$ cat config.mk
export PLATFORM = sky130hd
export DESIGN_NAME = pipe_ctrl
export DESIGN_NICKNAME = d
export VERILOG_FILES = /design/src/rtl/pipe_ctrl_pkg.sv /design/src/rtl/pipe_ctrl_hazard_detect.sv /design/src/rtl/pipe_ctrl.sv
export SDC_FILE = /design/constraint.sdc
export NUM_CORES = 1
export LEC_CHECK = 0
export ABC_AREA = 1
export BUFFER_PORTS_ARGS = -buffer_cell sky130_fd_sc_hd__buf_4
export CAP_MARGIN = 0
export CORE_MARGIN = 2
export CORE_UTILIZATION = 50
export CTS_CLUSTER_SIZE = 25
export DETAILED_ROUTE_END_ITERATION = 8
export GPL_ROUTABILITY_DRIVEN = 0
export GPL_TIMING_DRIVEN = 0
export PLACE_DENSITY = 0.82
export SLEW_MARGIN = 10
export SYNTH_ARGS = -nofsm -noshare
export SYNTH_HDL_FRONTEND = slang
export SYNTH_SLANG_ARGS = --single-unit
export TNS_END_PERCENT = 20
$ cat constraint.sdc
create_clock -name clk -period 1.97 [get_ports clk]
set_input_delay 0.197 -clock clk [delete_from_list [all_inputs] [get_ports clk]]
set_output_delay 0.197 -clock clk [all_outputs]
set_load 0.02 [all_outputs]
$ cat src/rtl/pipe_ctrl_pkg.sv
// Shared encodings for the pipeline sequencer: FSM states and the x0 register index.
package pipe_ctrl_pkg;

    typedef enum logic [1:0] {
        ST_RUN      = 2'd0,
        ST_MEM_WAIT = 2'd1,
        ST_MD_WAIT  = 2'd2
    } state_t;

    localparam logic [4:0] REG_X0 = 5'd0;

endpackage

$ cat src/rtl/pipe_ctrl_hazard_detect.sv
// Load-use comparator: flags an ID-stage read of the register a load in EX is about to write.
// Purely combinational; writes to x0 never create a hazard.
module pipe_ctrl_hazard_detect
    import pipe_ctrl_pkg::*;
(
    input  logic       ex_mem_re_i,
    input  logic [4:0] ex_rd_addr_i,
    input  logic [4:0] id_rs1_addr_i,
    input  logic [4:0] id_rs2_addr_i,
    input  logic       id_rs1_re_i,
    input  logic       id_rs2_re_i,
    output logic       load_use_o
);

    logic rs1_hit;
    logic rs2_hit;

    assign rs1_hit    = id_rs1_re_i && (id_rs1_addr_i == ex_rd_addr_i);
    assign rs2_hit    = id_rs2_re_i && (id_rs2_addr_i == ex_rd_addr_i);
    assign load_use_o = ex_mem_re_i && (ex_rd_addr_i != REG_X0) && (rs1_hit || rs2_hit);

endmodule

$ cat src/rtl/pipe_ctrl.sv
// Pipeline sequencer: arbitrates jump, load-use, bus-wait and mul/div stalls into hold/flush/freeze/redirect.
// Control outputs are combinational from state and inputs; wait tracking, timeout and stall counter are registered.
module pipe_ctrl
    import pipe_ctrl_pkg::*;
#(
    parameter int MD_MAX_CYC = 64,
    parameter int CNT_W      = 32
) (
    input  logic             clk,
    input  logic             rst,
    input  logic             jump_en_i,
    input  logic [31:0]      jump_addr_i,
    input  logic             ex_mem_re_i,
    input  logic [4:0]       ex_rd_addr_i,
    input  logic [4:0]       id_rs1_addr_i,
    input  logic [4:0]       id_rs2_addr_i,
    input  logic             id_rs1_re_i,
    input  logic             id_rs2_re_i,
    input  logic             mem_req_i,
    input  logic             mem_ready_i,
    input  logic             md_start_i,
    input  logic             md_done_i,
    output logic             jump_en_o,
    output logic [31:0]      jump_addr_o,
    output logic             pc_hold_o,
    output logic             if_id_flush_o,
    output logic             id_ex_flush_o,
    output logic             freeze_o,
    output logic             md_err_o,
    output logic [CNT_W-1:0] stall_cnt_o,
    output logic [1:0]       state_o
);

    localparam int                  MD_CNT_W = (MD_MAX_CYC > 1) ? $clog2(MD_MAX_CYC) : 1;
    localparam logic [MD_CNT_W-1:0] MD_LAST  = MD_CNT_W'(MD_MAX_CYC - 1);

    state_t              state_q, state_d;
    logic [MD_CNT_W-1:0] md_cnt_q, md_cnt_d;
    logic                md_err_q, md_err_d;
    logic [CNT_W-1:0]    stall_cnt_q, stall_cnt_d;

    logic load_use;
    logic mem_stall;
    logic md_stall;

    pipe_ctrl_hazard_detect u_hazard (
        .ex_mem_re_i   (ex_mem_re_i),
        .ex_rd_addr_i  (ex_rd_addr_i),
        .id_rs1_addr_i (id_rs1_addr_i),
        .id_rs2_addr_i (id_rs2_addr_i),
        .id_rs1_re_i   (id_rs1_re_i),
        .id_rs2_re_i   (id_rs2_re_i),
        .load_use_o    (load_use)
    );

    assign mem_stall = mem_req_i && !mem_ready_i;
    assign md_stall  = md_start_i && !md_done_i;

    always_ff @(posedge clk or negedge rst) begin
        if (!rst) begin
            state_q  <= ST_RUN;
            md_cnt_q <= '0;
            md_err_q <= 1'b0;
        end else begin
            state_q  <= state_d;
            md_cnt_q <= md_cnt_d;
            md_err_q <= md_err_d;
        end
    end

    always_comb begin
        state_d  = state_q;
        md_cnt_d = md_cnt_q;
        md_err_d = md_err_q;
        case (state_q)
            ST_RUN: begin
                if (mem_stall) begin
                    state_d = ST_MEM_WAIT;
                end else if (md_stall) begin
                    state_d  = ST_MD_WAIT;
                    md_cnt_d = '0;
                end
            end
            ST_MEM_WAIT: begin
                if (mem_ready_i) state_d = ST_RUN;
            end
            ST_MD_WAIT: begin
                md_cnt_d = md_cnt_q + 1'b1;
                // A done arriving on the last allowed cycle is a success, not a timeout.
                if (md_done_i) begin
                    state_d = ST_RUN;
                end else if (md_cnt_q == MD_LAST) begin
                    state_d  = ST_RUN;
                    md_err_d = 1'b1;
                end
            end
            default: state_d = ST_RUN;
        endcase
    end

    always_comb begin
        jump_en_o     = 1'b0;
        jump_addr_o   = '0;
        pc_hold_o     = 1'b0;
        if_id_flush_o = 1'b0;
        id_ex_flush_o = 1'b0;
        freeze_o      = 1'b0;
        // Gated by reset so controls drop immediately even while inputs are still active.
        if (rst) begin
            case (state_q)
                ST_RUN: begin
                    if (mem_stall || md_stall) begin
                        freeze_o  = 1'b1;
                        pc_hold_o = 1'b1;
                    end else if (jump_en_i) begin
                        jump_en_o     = 1'b1;
                        jump_addr_o   = jump_addr_i;
                        if_id_flush_o = 1'b1;
                        id_ex_flush_o = 1'b1;
                    end else if (load_use) begin
                        pc_hold_o     = 1'b1;
                        id_ex_flush_o = 1'b1;
                    end
                end
                ST_MEM_WAIT, ST_MD_WAIT: begin
                    freeze_o  = 1'b1;
                    pc_hold_o = 1'b1;
                end
                default: ;
            endcase
        end
    end

    assign stall_cnt_d = (pc_hold_o && (stall_cnt_q != {CNT_W{1'b1}})) ? stall_cnt_q + 1'b1
                                                                      : stall_cnt_q;

    always_ff @(posedge clk or negedge rst) begin
        if (!rst) stall_cnt_q <= '0;
        else      stall_cnt_q <= stall_cnt_d;
    end

    assign md_err_o    = md_err_q;
    assign stall_cnt_o = stall_cnt_q;
    assign state_o     = state_q;

endmodule

Yosys cells after proc, flatten, opt, wreduce, memory -nomap -nowiden:

Cells that the tools add are included.

* add/subtract/negate cells: 2
* equal/unequal tests: 11
* mux-type cells: 29
* bitwise gates (word level): 1
* reductions and logical operators: 18

Operators by type and width (number)
* two-way mux 32 bit: 4
* adder 32 x 1 -> 32 bit, second input constant: 1
* != test 32 bit, second input constant: 1
* two-way mux 1 bit: 14
* two-way mux 6 bit: 2
* case mux 6 bit (2 select lines): 1
* == test 5 bit: 2
* two-way mux 2 bit: 5
* AND reduction 3 bit: 3
* logical AND 1 bit: 7
* adder 6 x 1 -> 6 bit, second input constant: 1
* == test 6 bit, second input constant: 1
* != test 2 bit, second input constant: 3
* != test 3 bit, second input constant: 2
* case mux 2 bit (3 select lines): 1
* nonzero test 5 bit: 1
* case mux 1 bit (2 select lines): 2
* == test 2 x 1 -> 1 bit, second input constant: 1
* == test 2 bit, second input constant: 1
* logical NOT 1 bit: 2
* logical NOT 2 bit: 1
* logical OR 1 bit: 2
* nonzero test 2 bit: 1
* OR reduction 2 bit: 1
* NOT 1 bit: 1

* flip-flop bits (word level): 41
* output and inout bits: 72
* logic and storage cells: 65

Depth between registers and ports, before layout:

Gate-level depths: netlist of the first run.

* depth after elaboration: 10
* gate-level depth with buffers: 12
* gate-level depth less buffers: 11

By module:

From an unflattened synthesis of the first run, not the netlist that was laid out.

* cell total of the unflattened synthesis: 560
* area, all modules: 3255.6 um^2

By module, submodules not included
* pipe_ctrl: instances 1, cells each 505, area an instance 3039.2 um^2, seq. area each 1026.0 um^2
* pipe_ctrl_hazard_detect: instances 1, cells each 55, area an instance 216.5 um^2, seq. area each 0.0 um^2

Worst setup path after synthesis of the first run:

Ideal clock, no wire load.

* kind: register to output
* from: reg state_q[0], in the netlist state_o[0]
* to: out jump_addr_o[10]
* arrival: 2163 ps
* required time: 1773 ps
* path slack: -390 ps
* cell stages (with the launch flop): 10
* cell sequence: dfrtp_1 > inv_1 > ha_1 > inv_1 > a21oi_1 > nand3_1 > nor2_1 > inv_1 > buf_1 > nor2_1

* word-level cells in the longest chain between the ends: 3

RTL lines
* start: declaration: line pipe_ctrl.sv:37 `state_t state_q, state_d;`
* start signal: assignment: line pipe_ctrl.sv:65 `state_q <= state_d;`
* logical NOT 2 bit: line pipe_ctrl.sv:110 `case (state_q)`
* two-way mux 32 bit: line pipe_ctrl.sv:110
* two-way mux 32 bit: line pipe_ctrl.sv:109 `if (rst) begin`
* end: declaration: line pipe_ctrl.sv:24 `output logic [31:0] jump_addr_o,`

No other way between the ends.

Worst setup path after layout of the first run:

* from: reg state_q[0], in the netlist state_o[0]
* to: out jump_addr_o[0]

Same word-level chain as after synthesis.

==> results of run 1 <==
## power by group through the flow
stage / Sequential [W] / Combinational [W] / Clock, W
after global placement: 0.00105 / 0.00141 / 0
after global routing: 0.00107 / 0.00239 / 0.000851
after CTS: 0.00103 / 0.00193 / 0.000813
final: 0.00106 / 0.00227 / 0.000805
after detailed placement: 0.00105 / 0.00146 / 0
after floorplan: 0.00111 / 0.000873 / 0
## placed cells by master (no fill, tap or decap), types with 2 or more instances in the layout
cell,count
sky130_fd_sc_hd__nor3_4,2
sky130_fd_sc_hd__inv_2,4
sky130_fd_sc_hd__clkbuf_8,5
sky130_fd_sc_hd__buf_12,4
sky130_fd_sc_hd__nor2_4,33
sky130_fd_sc_hd__nand2_4,4
sky130_fd_sc_hd__xnor2_1,3
sky130_fd_sc_hd__buf_4,122
sky130_fd_sc_hd__nor3_2,4
sky130_fd_sc_hd__nand4_1,2
sky130_fd_sc_hd__dfrtp_1,37
sky130_fd_sc_hd__nor2_1,49
sky130_fd_sc_hd__nand3_2,3
sky130_fd_sc_hd__nor2_2,2
sky130_fd_sc_hd__dfrtp_2,4
sky130_fd_sc_hd__nand3_1,52
sky130_fd_sc_hd__ha_4,3
sky130_fd_sc_hd__xor2_1,14
sky130_fd_sc_hd__nor3_1,15
sky130_fd_sc_hd__nand3b_1,7
sky130_fd_sc_hd__buf_6,42
sky130_fd_sc_hd__o21ai_0,5
sky130_fd_sc_hd__nand2_1,181
sky130_fd_sc_hd__nand3_4,2
sky130_fd_sc_hd__bufinv_16,2
sky130_fd_sc_hd__inv_1,81
sky130_fd_sc_hd__ha_1,3
## cell type report
| class | count | area [um2] |
|---|---|---|
| flip-flops and latches | 41 | 1030 |
| well taps | 77 | 96.3 |
| plain buffers | 13 | 163 |
| clock buffers | 5 | 68.8 |
| clock inverters | 3 | 65.1 |
| repair buffers | 159 | 1360 |
| multi-input cells | 395 | 2230 |
| inverters | 87 | 334 |
| fillers | 348 | 966 |
## worst register-to-register path: stages, from the launching register on
cell and delay, ns:
sky130_fd_sc_hd__dfrtp_2 0.44, sky130_fd_sc_hd__inv_2 0.09, sky130_fd_sc_hd__ha_4 0.14, sky130_fd_sc_hd__inv_2 0.04, sky130_fd_sc_hd__a21oi_2 0.15, sky130_fd_sc_hd__buf_4 0.14
sky130_fd_sc_hd__buf_4 0.10, sky130_fd_sc_hd__buf_4 0.12, sky130_fd_sc_hd__nand2_4 0.06, sky130_fd_sc_hd__o21ai_4 0.12, sky130_fd_sc_hd__inv_1 0.14, sky130_fd_sc_hd__nor2_2 0.16
sky130_fd_sc_hd__nand2_1 0.10, sky130_fd_sc_hd__a21oi_1 0.19
## layer usage
layer | share of wire | global-route usage | wire length [um] | vias to the layer above
li1 | - | - | - | 1966
met3 | 0.087 | 0.0708 | 1150 | 86
met4 | 0.067 | 0.137 | 887 | 0
met5 | 0 | 0 | 0 | -
met1 | 0.35 | 0.356 | 4590 | 1993
met2 | 0.50 | 0.610 | 6660 | 292
## registers in the layout (all words and copies together), names as in the netlist
signal / flops
md_err_o: 1
stall_cnt_o: 32
md_cnt_q: 6
state_o: 2
## Yosys cell counts
| cell type | count |
|---|---|
| sky130_fd_sc_hd__nand2_1 | 184 |
| sky130_fd_sc_hd__inv_1 | 86 |
| sky130_fd_sc_hd__nor2_1 | 83 |
| sky130_fd_sc_hd__nand3_1 | 56 |
| sky130_fd_sc_hd__dfrtp_1 | 41 |
| sky130_fd_sc_hd__nor3_1 | 19 |
| sky130_fd_sc_hd__xor2_1 | 14 |
| sky130_fd_sc_hd__nand3b_1 | 7 |
| sky130_fd_sc_hd__ha_1 | 6 |
| sky130_fd_sc_hd__o21ai_0 | 6 |
| sky130_fd_sc_hd__buf_2 | 5 |
| sky130_fd_sc_hd__buf_1 | 4 |
| sky130_fd_sc_hd__buf_6 | 3 |
| sky130_fd_sc_hd__xnor2_1 | 3 |
| sky130_fd_sc_hd__a21oi_1 | 2 |
| sky130_fd_sc_hd__nand2_2 | 2 |
| sky130_fd_sc_hd__nand4_1 | 2 |
| sky130_fd_sc_hd__nor3_2 | 2 |
| sky130_fd_sc_hd__a211oi_1 | 1 |
| sky130_fd_sc_hd__a21o_1 | 1 |
| sky130_fd_sc_hd__buf_4 | 1 |
| sky130_fd_sc_hd__inv_2 | 1 |
| sky130_fd_sc_hd__nand3_2 | 1 |
| sky130_fd_sc_hd__nand4_2 | 1 |
| sky130_fd_sc_hd__nor2_4 | 1 |
| sky130_fd_sc_hd__nor4_1 | 1 |
| sky130_fd_sc_hd__o211ai_1 | 1 |
| sky130_fd_sc_hd__o21ai_1 | 1 |
| sky130_fd_sc_hd__o21bai_1 | 1 |
## metrics by stage
step	setup WS [ns]	power (W)
detailed placement	-0.115	0.00251
global placement	-0.0993	0.00246
CTS	-0.0595	0.00377
floorplan	0.00643	0.00199
finish	-0.216	0.00413
global route	-0.235	0.00431
## kinds of logic after synthesis
kind of cell,Yosys count,share of synthesized area
and+or+nand+nor,359,0.466
AOI/OAI and AO/OA,13,0.0231
xor gates and xnor gates,17,0.0458
adders and majority gates,6,0.0231
buffers and inverters,100,0.126
DFF,41,0.316
## path summary, 6_finish.rpt
| path | to | slack [ns] | cells after the start |
|---|---|---|---|
| worst min register to register | stall_cnt_o[24]$_DFFE_PN0P_ | 0.53 | 2 |
| worst max register to register | md_cnt_q[4]$_DFFE_PN0P_ | -0.09 | 13 |
| min in group asynchronous | md_err_o$_DFFE_PN0P_ | 0.46 | 3 |
| max in group asynchronous | stall_cnt_o[0]$_DFFE_PN0P_ | 1.29 | 3 |
| worst min-delay path | md_err_o$_DFFE_PN0P_ | 0.27 | 4 |
| worst max-delay path | jump_addr_o[0] | -0.22 | 10 |
## what timing repair did
| item | 4_1_cts | 5_1_grt |
|---|---|---|
| endpoints found under the setup margin | 69 | 71 |
| resized for setup | 60 | 42 |
| gates cloned | 1 | 0 |
| endpoints found under the hold margin | 41 | 0 |
| pin swaps | 7 | 12 |
| hold buffers | 2 | 0 |
| buffers inserted | 19 | 10 |
==> impl_metrics.yaml, run 1 <==
routing:
  avgViaCountPerCell: 5.56
  drt_iter0_drc: 334
  routed_wire_length_per_instance_um: 17.0
  final_antenna_net_count: 0
  via_count: 4337
  route.final.wire_length_um: 13300
  drtPass1Iterations: 5
  drcViolationCount: 0
clock_network:
  cts_made_buffers: 5
  cts.path.max_buffers: 2
  clk_pin_slew_worst_paths_ns: 0.08
  cts_tree: "yes"
  cts.htree.levels: 2
  worst_skew_pair.late_latency_ns: 0.30
  cts_num_sinks: 41
  cts.root.buffer_cell: "sky130_fd_sc_hd__clkbuf_8"
floorplan:
  placementRows: 29
  num_io_pins: 129
  core_mm2: 0.00631
  floorplan.initialDensity: 0.514
  die_area_mm2: 0.00716
  floorplan.die.height_um: 84.6
  die_w_um: 84.6
pwr:
  power.switching_fraction: 0.403
  net-switching-power_w: 0.00166
  pwr-share-comb: 0.550
  power_density_mw_per_mm2: 772
  pwr-share-seq: 0.256
  vdd.ir_drop.worst_v: 0.000863
  power.internal_w: 0.00247
  power.static_leakage_nw: 2.85
  p_clk_frac: 0.195
timing:
  report.final.setup_viol: 37
  timing.clock.skew_ns: 0.00372
  relSlewSlack: 0.564
  timing.final.crit_share: 1.11
  final_worst_path_period_need_ns: 2.19
  tns_ns: -5.56
  finalHoldViolations: 0
  max_slew.worst_pin.slew_ns: 0.649
  rsz0062_at_grt: "yes"
  post_route_hold_slack_ns: 0.272
  maxClockFrequency_ghz: 0.457
  slew_violations: 0
  final.setup.worst_slack_ns: -0.216
final_layout:
  finalNetCount: 765
  layout.cell_area.non_filler_mm2: 0.00535
  antenna_cells_inserted: 0
  syn2layout_area_growth_pct: 64.6
  final_layout_size_suffix_gt1_frac: 0.353
  fin_util: 0.847
  filler_free_cell_count_of_the_finished_design: 780
synth:
  syn-cell-area_mm2: 0.00325
  synth.net_count: 599
  synth_seq_cells: 41
  netlist_instances: 536
  synth_top_cell_area_share: 0.316
  syn-mean-instance-area_um2: 6.06
  synthTopCellsByArea: "sky130_fd_sc_hd__dfrtp_1 (32%), sky130_fd_sc_hd__nand2_1 (21%), sky130_fd_sc_hd__inv_1 (9.9%)"
  ys.warnings.count: 0
  synth-seq-area-share: 0.316
  yosys.cell_types.count: 29
  post-synth-top-area-cell: "sky130_fd_sc_hd__dfrtp_1"
critical_path:
  cpLargestDelayFamily: "buffers and inverters"
  worst_ep_arrival_ns: 1.99
  cp_slowest_cell: "sky130_fd_sc_hd__dfrtp_2"
  timing.setup.critical_path_class: "reg -> out"
  launch_point_of_the_critical_path: "state_o[0]$_DFFE_PN0P_"
  startpoint_type: "register"
  worstPathBufferInverterCount: 5
  cp_slowest_stage_delay_ns: 0.44
  crit_required_ns: 1.77
  crit_path_max_fanout: 5
  worst_r2r_startpoint: "state_o[0]$_DFFE_PN0P_"
  crit_chain: "inv_2, ha_4, inv_2, a21oi_2, nand3_2, nor2_4, inv_6, buf_4, nor2_1, buf_4"
  cp-end-kind: "primary output"
worst_hold_path:
  min_path_type: "in -> reg"
  min_from: "md_done_i"
placement:
  placed_cells_incl_taps: 741
  port_buffers: 128
  place_area_mm2: 0.00456
  hpwl_reported_at_the_end_of_detailed_placement_um: 7860
global_route:
  global_route.usage.total: 0.328
  grt_max_degree: 42
  grt_pass1_vias: 4104
  antenna_found_initial: 0
  grt-ovfl-total: 0
  wire_length_of_the_first_global_routing_pass_um: 19200
status:
  run_status: "finished with violations"
  failing_checks: "setup timing"
job:
  drv_cap: 0
(Power assumes the default switching activity.)
==> inputs of run 2 (changes only) <==
--- a/config.mk
+++ b/config.mk
@@ -15,8 +15,10 @@
 export GPL_ROUTABILITY_DRIVEN = 0
 export GPL_TIMING_DRIVEN = 0
 export PLACE_DENSITY = 0.82
+export RECOVER_POWER = 100
 export SLEW_MARGIN = 10
 export SYNTH_ARGS = -nofsm -noshare
 export SYNTH_HDL_FRONTEND = slang
+export SYNTH_HIERARCHICAL = 1
 export SYNTH_SLANG_ARGS = --single-unit
 export TNS_END_PERCENT = 20
==> run 2 against run 1 <==
Compared with the run above: the flow still finishes with violations (setup timing); setup slack better by 0.11 ns; synthesized cell count is 4.5% higher; sequential cell count stayed put; highest routed layer unchanged; first-iteration DRC count is 27% lower; synthesized area is 0.23% higher.
==> impl_metrics.yaml, run 2 <==
timing:
  final.setup.worst_slack_ns: -0.102
  report.final.setup_viol: 33
  timing.clock.skew_ns: 0.00576
  slew_violations: 0
  post_route_hold_slack_ns: 0.210
  max_slew.worst_pin.slew_ns: 1.02
  rsz0062_at_grt: "yes"
  finalHoldViolations: 0
  maxClockFrequency_ghz: 0.483
  timing.final.crit_share: 1.05
  relSlewSlack: 0.321
  final_worst_path_period_need_ns: 2.07
placement:
  pre_cts_slack_ns: -0.203
  port_buffers: 128
  hpwl_reported_at_the_end_of_detailed_placement_um: 7710
final_layout:
  syn2layout_area_growth_pct: 46.0
  fill_cells: 524
  final_layout_size_suffix_gt1_frac: 0.249
  number_of_flip_flops_in_the_largest_register: 32
  seq_area_mm2: 0.00103
  antenna_cells_inserted: 0
  mostFrequentLayoutCell: "sky130_fd_sc_hd__nand2_1"
  finalNetCount: 773
  multiInputGateArea_mm2: 0.00204
  final_cell_mix: "sky130_fd_sc_hd__nand2_1 (237), sky130_fd_sc_hd__buf_4 (91), sky130_fd_sc_hd__inv_1 (80), sky130_fd_sc_hd__nor2_1 (67), sky130_fd_sc_hd__dfrtp_1 (41)"
critical_path:
  crit_chain: "inv_2, ha_4, inv_4, a21oi_4, nand2_2, inv_2, nand3_4, buf_4, nor2_1, buf_4"
  worst_ep_arrival_ns: 1.87
  cp_slowest_cell: "sky130_fd_sc_hd__dfrtp_1"
  crit_required_ns: 1.77
  worstPathBufferInverterCount: 5
  timing.setup.critical_path_class: "reg -> out"
  startpoint_type: "register"
  crit_path_max_fanout: 8
  cp_slowest_stage_delay_ns: 0.41
  cpLargestDelayFamily: "buffers and inverters"
  cp-end-kind: "primary output"
  ff2ff_setup_slack_ns: 0.05
synth:
  synthTopCellsByArea: "sky130_fd_sc_hd__dfrtp_1 (32%), sky130_fd_sc_hd__nand2_1 (28%), sky130_fd_sc_hd__nor2_1 (11%)"
  synthTopCellsByCount: "sky130_fd_sc_hd__nand2_1 (239), sky130_fd_sc_hd__nor2_1 (95), sky130_fd_sc_hd__inv_1 (85), sky130_fd_sc_hd__dfrtp_1 (41), sky130_fd_sc_hd__nand3_1 (31)"
  synth.net_count: 623
  ys.warnings.count: 6
  syn-mean-instance-area_um2: 5.81
  synth-seq-area-share: 0.315
  synth-edff-count: 0
  synthArstFlopShare: 1.00
  synth_top_cell_area_share: 0.315
  syn-cell-area_mm2: 0.00326
  post-synth-top-area-cell: "sky130_fd_sc_hd__dfrtp_1"
  yosysMostFrequentCell: "sky130_fd_sc_hd__nand2_1"
  synth_seq_cells: 41
  synth_flop_cell: "sky130_fd_sc_hd__dfrtp_1"
  netlist_instances: 560
  yosys.cell_types.count: 26
clock_network:
  cts_num_sinks: 41
  cts.path.max_buffers: 2
  cts_made_buffers: 5
  worst_skew_pair.late_latency_ns: 0.29
  clk_pin_slew_worst_paths_ns: 0.08
  cts_tree: "yes"
  cts.root.buffer_cell: "sky130_fd_sc_hd__clkbuf_8"
  cts.htree.levels: 2
floorplan:
  die_area_mm2: 0.00717
  die_w_um: 84.7
  floorplan.initialDensity: 0.516
  floorplan.die.height_um: 84.7
  num_io_pins: 129
  core_mm2: 0.00631
  placementRows: 29
global_route:
  grt-ovfl-total: 0
  antenna_found_initial: 0
  grt-busiest-layer: "met2"
  grt_max_degree: 42
  wire_length_of_the_first_global_routing_pass_um: 17200
  groute.layer.met1.usage: 0.343
  grt_util_met2: 0.534
  grt_pass1_vias: 3817
  global_route.usage.total: 0.293
  grt_use_met3: 0.0531
worst_hold_path:
  min_path_type: "in -> reg"
routing:
  via_count: 3976
  drt_iter0_drc: 243
  routed_wire_length_per_instance_um: 13.8
  drcViolationCount: 0
  final_antenna_net_count: 0
  avgViaCountPerCell: 5.05
  drtPass1Iterations: 5
  route.final.wire_length_um: 10900
job:
  drv_cap: 0
status:
  run_status: "finished with violations"
  failing_checks: "setup timing"
pwr:
  power_density_mw_per_mm2: 750
  power.static_leakage_nw: 2.49
  vdd.ir_drop.worst_v: 0.000895
## run 2: cell count changes after synthesis, sizes merged, moves of 2 or more
cell,change
nand3,-26
nor3,-20
xor2,-7
nand3b,-4
o21ai,+9
nor2,+14
clkbuf,+4
xnor2,+2
nand4,+2
nand2,+57
buf,-7
## run 2: path summary, 6_finish.rpt
path                       cells after the start                       start                          end
setup / recovery                              10      state_o[0]$_DFFE_PN0P_               jump_addr_o[0]
hold / removal                                 4                   md_done_i         md_err_o$_DFFE_PN0P_
setup reg to reg                              11  stall_cnt_o[0]$_DFFE_PN0P_  stall_cnt_o[20]$_DFFE_PN0P_
hold reg to reg                                2     md_cnt_q[1]$_DFFE_PN0P_      md_cnt_q[1]$_DFFE_PN0P_
max in group asynchronous                      3                         rst  stall_cnt_o[30]$_DFFE_PN0P_
min in group asynchronous                      3                         rst      md_cnt_q[2]$_DFFE_PN0P_
## run 2: what timing repair did
action | 4_1_cts | 5_1_grt
hold buffers | 2 | 0
gates cloned | 3 | 0
endpoints found under the hold margin | 41 | 0
resized for setup | 47 | 50
endpoints found under the setup margin | 54 | 60
pin swaps | 2 | 3
buffers inserted | 10 | 2
## run 2: cell families after synthesis
kind of cell / share of synthesized area
flops: 0.315
fa+ha+maj: 0.0231
simple gates: 0.474
xor+xnor: 0.0323
buf+inv: 0.123
compound gates: 0.0323
## run 2: per-layer routing
metal | vias up | share of wire | wire, um
li1 | 1974 | - | -
met1 | 1824 | 0.41 | 4410
met2 | 159 | 0.51 | 5490
met3 | 19 | 0.069 | 749
met4 | 0 | 0.020 | 214
met5 | - | 0 | 0
## run 2: worst register-to-register path: stages, from the launching register on
cell	delay, ns
sky130_fd_sc_hd__dfrtp_1	0.53
sky130_fd_sc_hd__ha_4	0.23
sky130_fd_sc_hd__inv_2	0.05
sky130_fd_sc_hd__nor2_4	0.17
sky130_fd_sc_hd__nand2_4	0.10
sky130_fd_sc_hd__nor2_4	0.12
sky130_fd_sc_hd__nand2_1	0.10
sky130_fd_sc_hd__nand2_4	0.15
sky130_fd_sc_hd__inv_4	0.09
sky130_fd_sc_hd__buf_6	0.15
sky130_fd_sc_hd__nand2_1	0.08
sky130_fd_sc_hd__nand2_1	0.05
## run 2: layout make-up
type | count | area share
well taps | 77 | 0.0203
clock inverters | 1 | 0.00632
inverters | 88 | 0.0705
clock buffers | 7 | 0.0182
repair buffers | 145 | 0.220
multi-input cells | 421 | 0.430
plain buffers | 8 | 0.0187
flip-flops and latches | 41 | 0.216
## run 2: stage by stage
| step | instance area, um2 | cells | TNS (ns) | util | total power [W] |
|---|---|---|---|---|---|
| 2_1_floorplan | 3260 | 560 | 0 | - | 0.00191 |
| 3_3_place_gp | 4310 | 765 | -2.66 | 0.683 | 0.00242 |
| 3_5_place_dp | 4310 | 765 | -5.66 | 0.683 | 0.00246 |
| 4_1_cts | 4710 | 787 | -0.0939 | 0.746 | 0.00345 |
| 5_1_grt | 4750 | 788 | -5.40 | 0.753 | 0.00378 |
| 6_report | 4750 | 788 | -1.68 | 0.753 | 0.00357 |
## run 2: where the power goes
part	internal, W	leakage, nW	switching, W
combinational	0.000755	1.86	0.00106
sequential	0.000921	0.565	0.000120
clock	0.000413	0.0585	0.000297
==> inputs of run 3 (changes only) <==
--- a/config.mk
+++ b/config.mk
@@ -5,16 +5,15 @@
 export SDC_FILE = /design/constraint.sdc
 export NUM_CORES = 1
 export LEC_CHECK = 0
-export ABC_AREA = 1
 export BUFFER_PORTS_ARGS = -buffer_cell sky130_fd_sc_hd__buf_4
 export CAP_MARGIN = 0
 export CORE_MARGIN = 2
-export CORE_UTILIZATION = 50
+export CORE_UTILIZATION = 46
 export CTS_CLUSTER_SIZE = 25
 export DETAILED_ROUTE_END_ITERATION = 8
 export GPL_ROUTABILITY_DRIVEN = 0
 export GPL_TIMING_DRIVEN = 0
-export PLACE_DENSITY = 0.82
+export PLACE_DENSITY = 0.8
 export RECOVER_POWER = 100
 export SLEW_MARGIN = 10
 export SYNTH_ARGS = -nofsm -noshare
==> run 3 against run 2 <==
Compared with the run above: the run still ends with setup timing left; power fell by 3.4%; clock power grew 2%; register-to-register slack got worse by 0.04 ns.
==> impl_metrics.yaml, run 3 <==
synth:
  syn-mean-instance-area_um2: 9.81
  synth_seq_cells: 41
  synth-edff-count: 0
  ys.warnings.count: 6
  yosysMostFrequentCell: "sky130_fd_sc_hd__dfrtp_1"
  synth.net_count: 331
  synthTopCellsByCount: "sky130_fd_sc_hd__dfrtp_1 (41), sky130_fd_sc_hd__and2_1 (35), sky130_fd_sc_hd__xnor2_1 (29), sky130_fd_sc_hd__nand3_1 (21), sky130_fd_sc_hd__nand2_1 (16)"
  post-synth-top-area-cell: "sky130_fd_sc_hd__dfrtp_1"
  syn-cell-area_mm2: 0.00263
  synthArstFlopShare: 1.00
  synthTopCellsByArea: "sky130_fd_sc_hd__dfrtp_1 (39%), sky130_fd_sc_hd__xnor2_1 (9.7%), sky130_fd_sc_hd__and2_1 (8.3%)"
  synth_top_cell_area_share: 0.390
  synth-seq-area-share: 0.390
  synth_flop_cell: "sky130_fd_sc_hd__dfrtp_1"
  netlist_instances: 268
  yosys.cell_types.count: 53
critical_path:
  startpoint_type: "primary input"
  worst_ep_arrival_ns: 1.86
  crit_chain: "buf_6, xor2_1, nor4_1, nand3_1, a21oi_2, nand2b_1, and4b_4, or2_4, clkinv_4, buf_6"
  critical-path-top-cell-by-count: "sky130_fd_sc_hd__buf_6"
  timing.setup.critical_path_class: "in -> out"
  worst_r2r_startpoint: "stall_cnt_o[3]$_DFFE_PN0P_"
  reg2reg_depth: 5
  cp-end-kind: "primary output"
  ff2ff_setup_slack_ns: 0.01
  crit_required_ns: 1.77
  cp_slowest_stage_delay_ns: 0.30
  cp_slowest_cell: "sky130_fd_sc_hd__nor4_1"
  reg2reg_to: "stall_cnt_o[26]$_DFFE_PN0P_"
  crit_path_max_fanout: 5
routing:
  avgViaCountPerCell: 5.38
  routed_wire_length_per_instance_um: 16.4
  drt_iter0_drc: 161
  via_count: 2680
  final_antenna_net_count: 0
  drtPass1Iterations: 4
  route.final.wire_length_um: 8180
  drcViolationCount: 0
pwr:
  power_density_mw_per_mm2: 809
  pwr-share-comb: 0.477
  p_clk_frac: 0.209
  power.internal_w: 0.00214
  power.static_leakage_nw: 1.96
  net-switching-power_w: 0.00130
  vdd.ir_drop.worst_v: 0.000553
  power.switching_fraction: 0.378
  pwr-share-seq: 0.313
clock_network:
  cts.root.buffer_cell: "sky130_fd_sc_hd__clkbuf_8"
  cts_tree: "yes"
  cts.path.max_buffers: 2
  cts_num_sinks: 41
  worst_skew_pair.late_latency_ns: 0.30
  cts.htree.levels: 2
  clk_pin_slew_worst_paths_ns: 0.08
  cts_made_buffers: 5
floorplan:
  placementRows: 27
  num_io_pins: 129
  floorplan.die.height_um: 79.6
  die_area_mm2: 0.00634
  die_w_um: 79.6
  floorplan.initialDensity: 0.478
  core_mm2: 0.00551
timing:
  post_route_hold_slack_ns: 0.101
  max_slew.worst_pin.slew_ns: 1.03
  tns_ns: -1.39
  timing.final.crit_share: 1.04
  final_worst_path_period_need_ns: 2.06
  timing.clock.skew_ns: 0.00279
  finalHoldViolations: 0
  report.final.setup_viol: 29
  slew_violations: 0
  rsz0062_at_grt: "yes"
  maxClockFrequency_ghz: 0.486
  final.setup.worst_slack_ns: -0.0871
  relSlewSlack: 0.314
final_layout:
  syn2layout_area_growth_pct: 62.0
  number_of_flip_flops_in_the_largest_register: 32
  antenna_cells_inserted: 0
  final_layout_size_suffix_gt1_frac: 0.453
  finalNetCount: 488
  mostFrequentLayoutCell: "sky130_fd_sc_hd__buf_4"
  final_cell_mix: "sky130_fd_sc_hd__buf_4 (71), sky130_fd_sc_hd__buf_6 (40), sky130_fd_sc_hd__dfrtp_1 (40), sky130_fd_sc_hd__clkbuf_1 (34), sky130_fd_sc_hd__xnor2_1 (29)"
worst_hold_path:
  hold_depth: 2
  min_from: "md_done_i"
  min_path_type: "in -> reg"
  min_to: "md_err_o$_DFFE_PN0P_"
global_route:
  grt_max_degree: 42
  grt_use_met3: 0.0373
  grt-ovfl-total: 0
  groute.layer.met1.usage: 0.276
  global_route.usage.total: 0.241
  grt-busiest-layer: "met2"
  wire_length_of_the_first_global_routing_pass_um: 12100
  grt_util_met2: 0.456
  grt_pass1_vias: 2630
  antenna_found_initial: 0
placement:
  port_buffers: 128
  hpwl_reported_at_the_end_of_detailed_placement_um: 5340
status:
  failing_checks: "setup timing"
  run_status: "finished with violations"
job:
  drv_cap: 0
[run 3: changes by cell type after synthesis, sizes merged, moves of 5 or more]
| cell | previous run | this run |
|---|---|---|
| buf | 6 | 1 |
| nor3 | 1 | 6 |
| nand2 | 243 | 17 |
| nand4 | 5 | 15 |
| and2 | 1 | 35 |
| nand2b | 0 | 5 |
| and3 | 0 | 8 |
| o21ai | 16 | 7 |
| nor2 | 98 | 10 |
| nor4 | 0 | 7 |
| xnor2 | 5 | 29 |
| inv | 88 | 8 |
| xor2 | 7 | 13 |
| nand3 | 31 | 22 |
[run 3: layout make-up]
| cell class | count | area (um2) |
|---|---|---|
| fillers | 389 | 1250 |
| clock inverters | 1 | 30.0 |
| inverters | 8 | 35.0 |
| plain buffers | 4 | 53.8 |
| well taps | 72 | 90.1 |
| multi-input cells | 216 | 1750 |
| clock buffers | 7 | 86.3 |
| flip-flops and latches | 41 | 1030 |
| repair buffers | 149 | 1190 |
[run 3: cell families after synthesis]
family,after synthesis,synth area share
mux,1,0.00428
buf+inv,12,0.0186
flops,41,0.390
simple gates,146,0.370
fa+ha+maj,6,0.0285
xor+xnor,42,0.140
compound gates,20,0.0485
[run 3: power groups by stage]
stage | Combinational, W | Sequential (W) | Clock [W]
2_1_floorplan | 0.000676 | 0.00116 | 0
3_3_place_gp | 0.00120 | 0.00109 | 0
3_5_place_dp | 0.00124 | 0.00110 | 0
4_1_cts | 0.00156 | 0.00108 | 0.000722
5_1_grt | 0.00175 | 0.00110 | 0.000758
6_report | 0.00164 | 0.00108 | 0.000721
[run 3: repair_timing]
action	CTS	global route
resized for setup	66	43
hold buffers	2	0
pin swaps	28	31
setup endpoints to repair	58	58
cloned	2	2
hold endpoints to repair	41	0
buffers inserted	8	8
[run 3: layer usage]
| layer | wire (um) | up-vias |
|---|---|---|
| met1 | 3140 | 1298 |
| met4 | 157 | 0 |
| met3 | 442 | 17 |
| li1 | - | 1256 |
| met2 | 4440 | 109 |
| met5 | 0 | - |
[run 3: worst max-delay path by stage]
| stage | startpoint | endpoint | slack [ns] | cells past startpoint |
|---|---|---|---|---|
| final | id_rs2_addr_i[1] | pc_hold_o | -0.09 | 10 |
| after global routing | state_o[1]$_DFFE_PN0P_ | jump_addr_o[19] | -0.15 | 8 |
| after CTS | id_rs2_addr_i[3] | pc_hold_o | -0.07 | 10 |
| after detailed placement | ex_rd_addr_i[2] | stall_cnt_o[27]$_DFFE_PN0P_ | -0.47 | 10 |
| after global placement | ex_rd_addr_i[0] | stall_cnt_o[27]$_DFFE_PN0P_ | -0.42 | 10 |
| after floorplan | ex_rd_addr_i[0] | stall_cnt_o[1]$_DFFE_PN0P_ | -0.08 | 10 |
[run 3: per-stage QoR]
stage / util / total power, W / instances / setup slack [ns] / instance area [um2]
6_report: 0.774 / 0.00345 / 498 / -0.0871 / 4260
5_1_grt: 0.774 / 0.00361 / 498 / -0.150 / 4260
4_1_cts: 0.754 / 0.00336 / 488 / -0.0683 / 4150
3_5_place_dp: 0.670 / 0.00233 / 468 / -0.474 / 3690
3_3_place_gp: 0.670 / 0.00229 / 468 / -0.424 / 3690
2_1_floorplan: - / 0.00183 / 268 / -0.0835 / 2640
[run 3: worst max-delay path: cells and delay by family]
family	cells	cell delay [ns]
AO/OA/AOI/OAI	1	0.16
XOR/XNOR	1	0.15
buffers and inverters	3	0.27
AND/OR/NAND/NOR	5	1.09
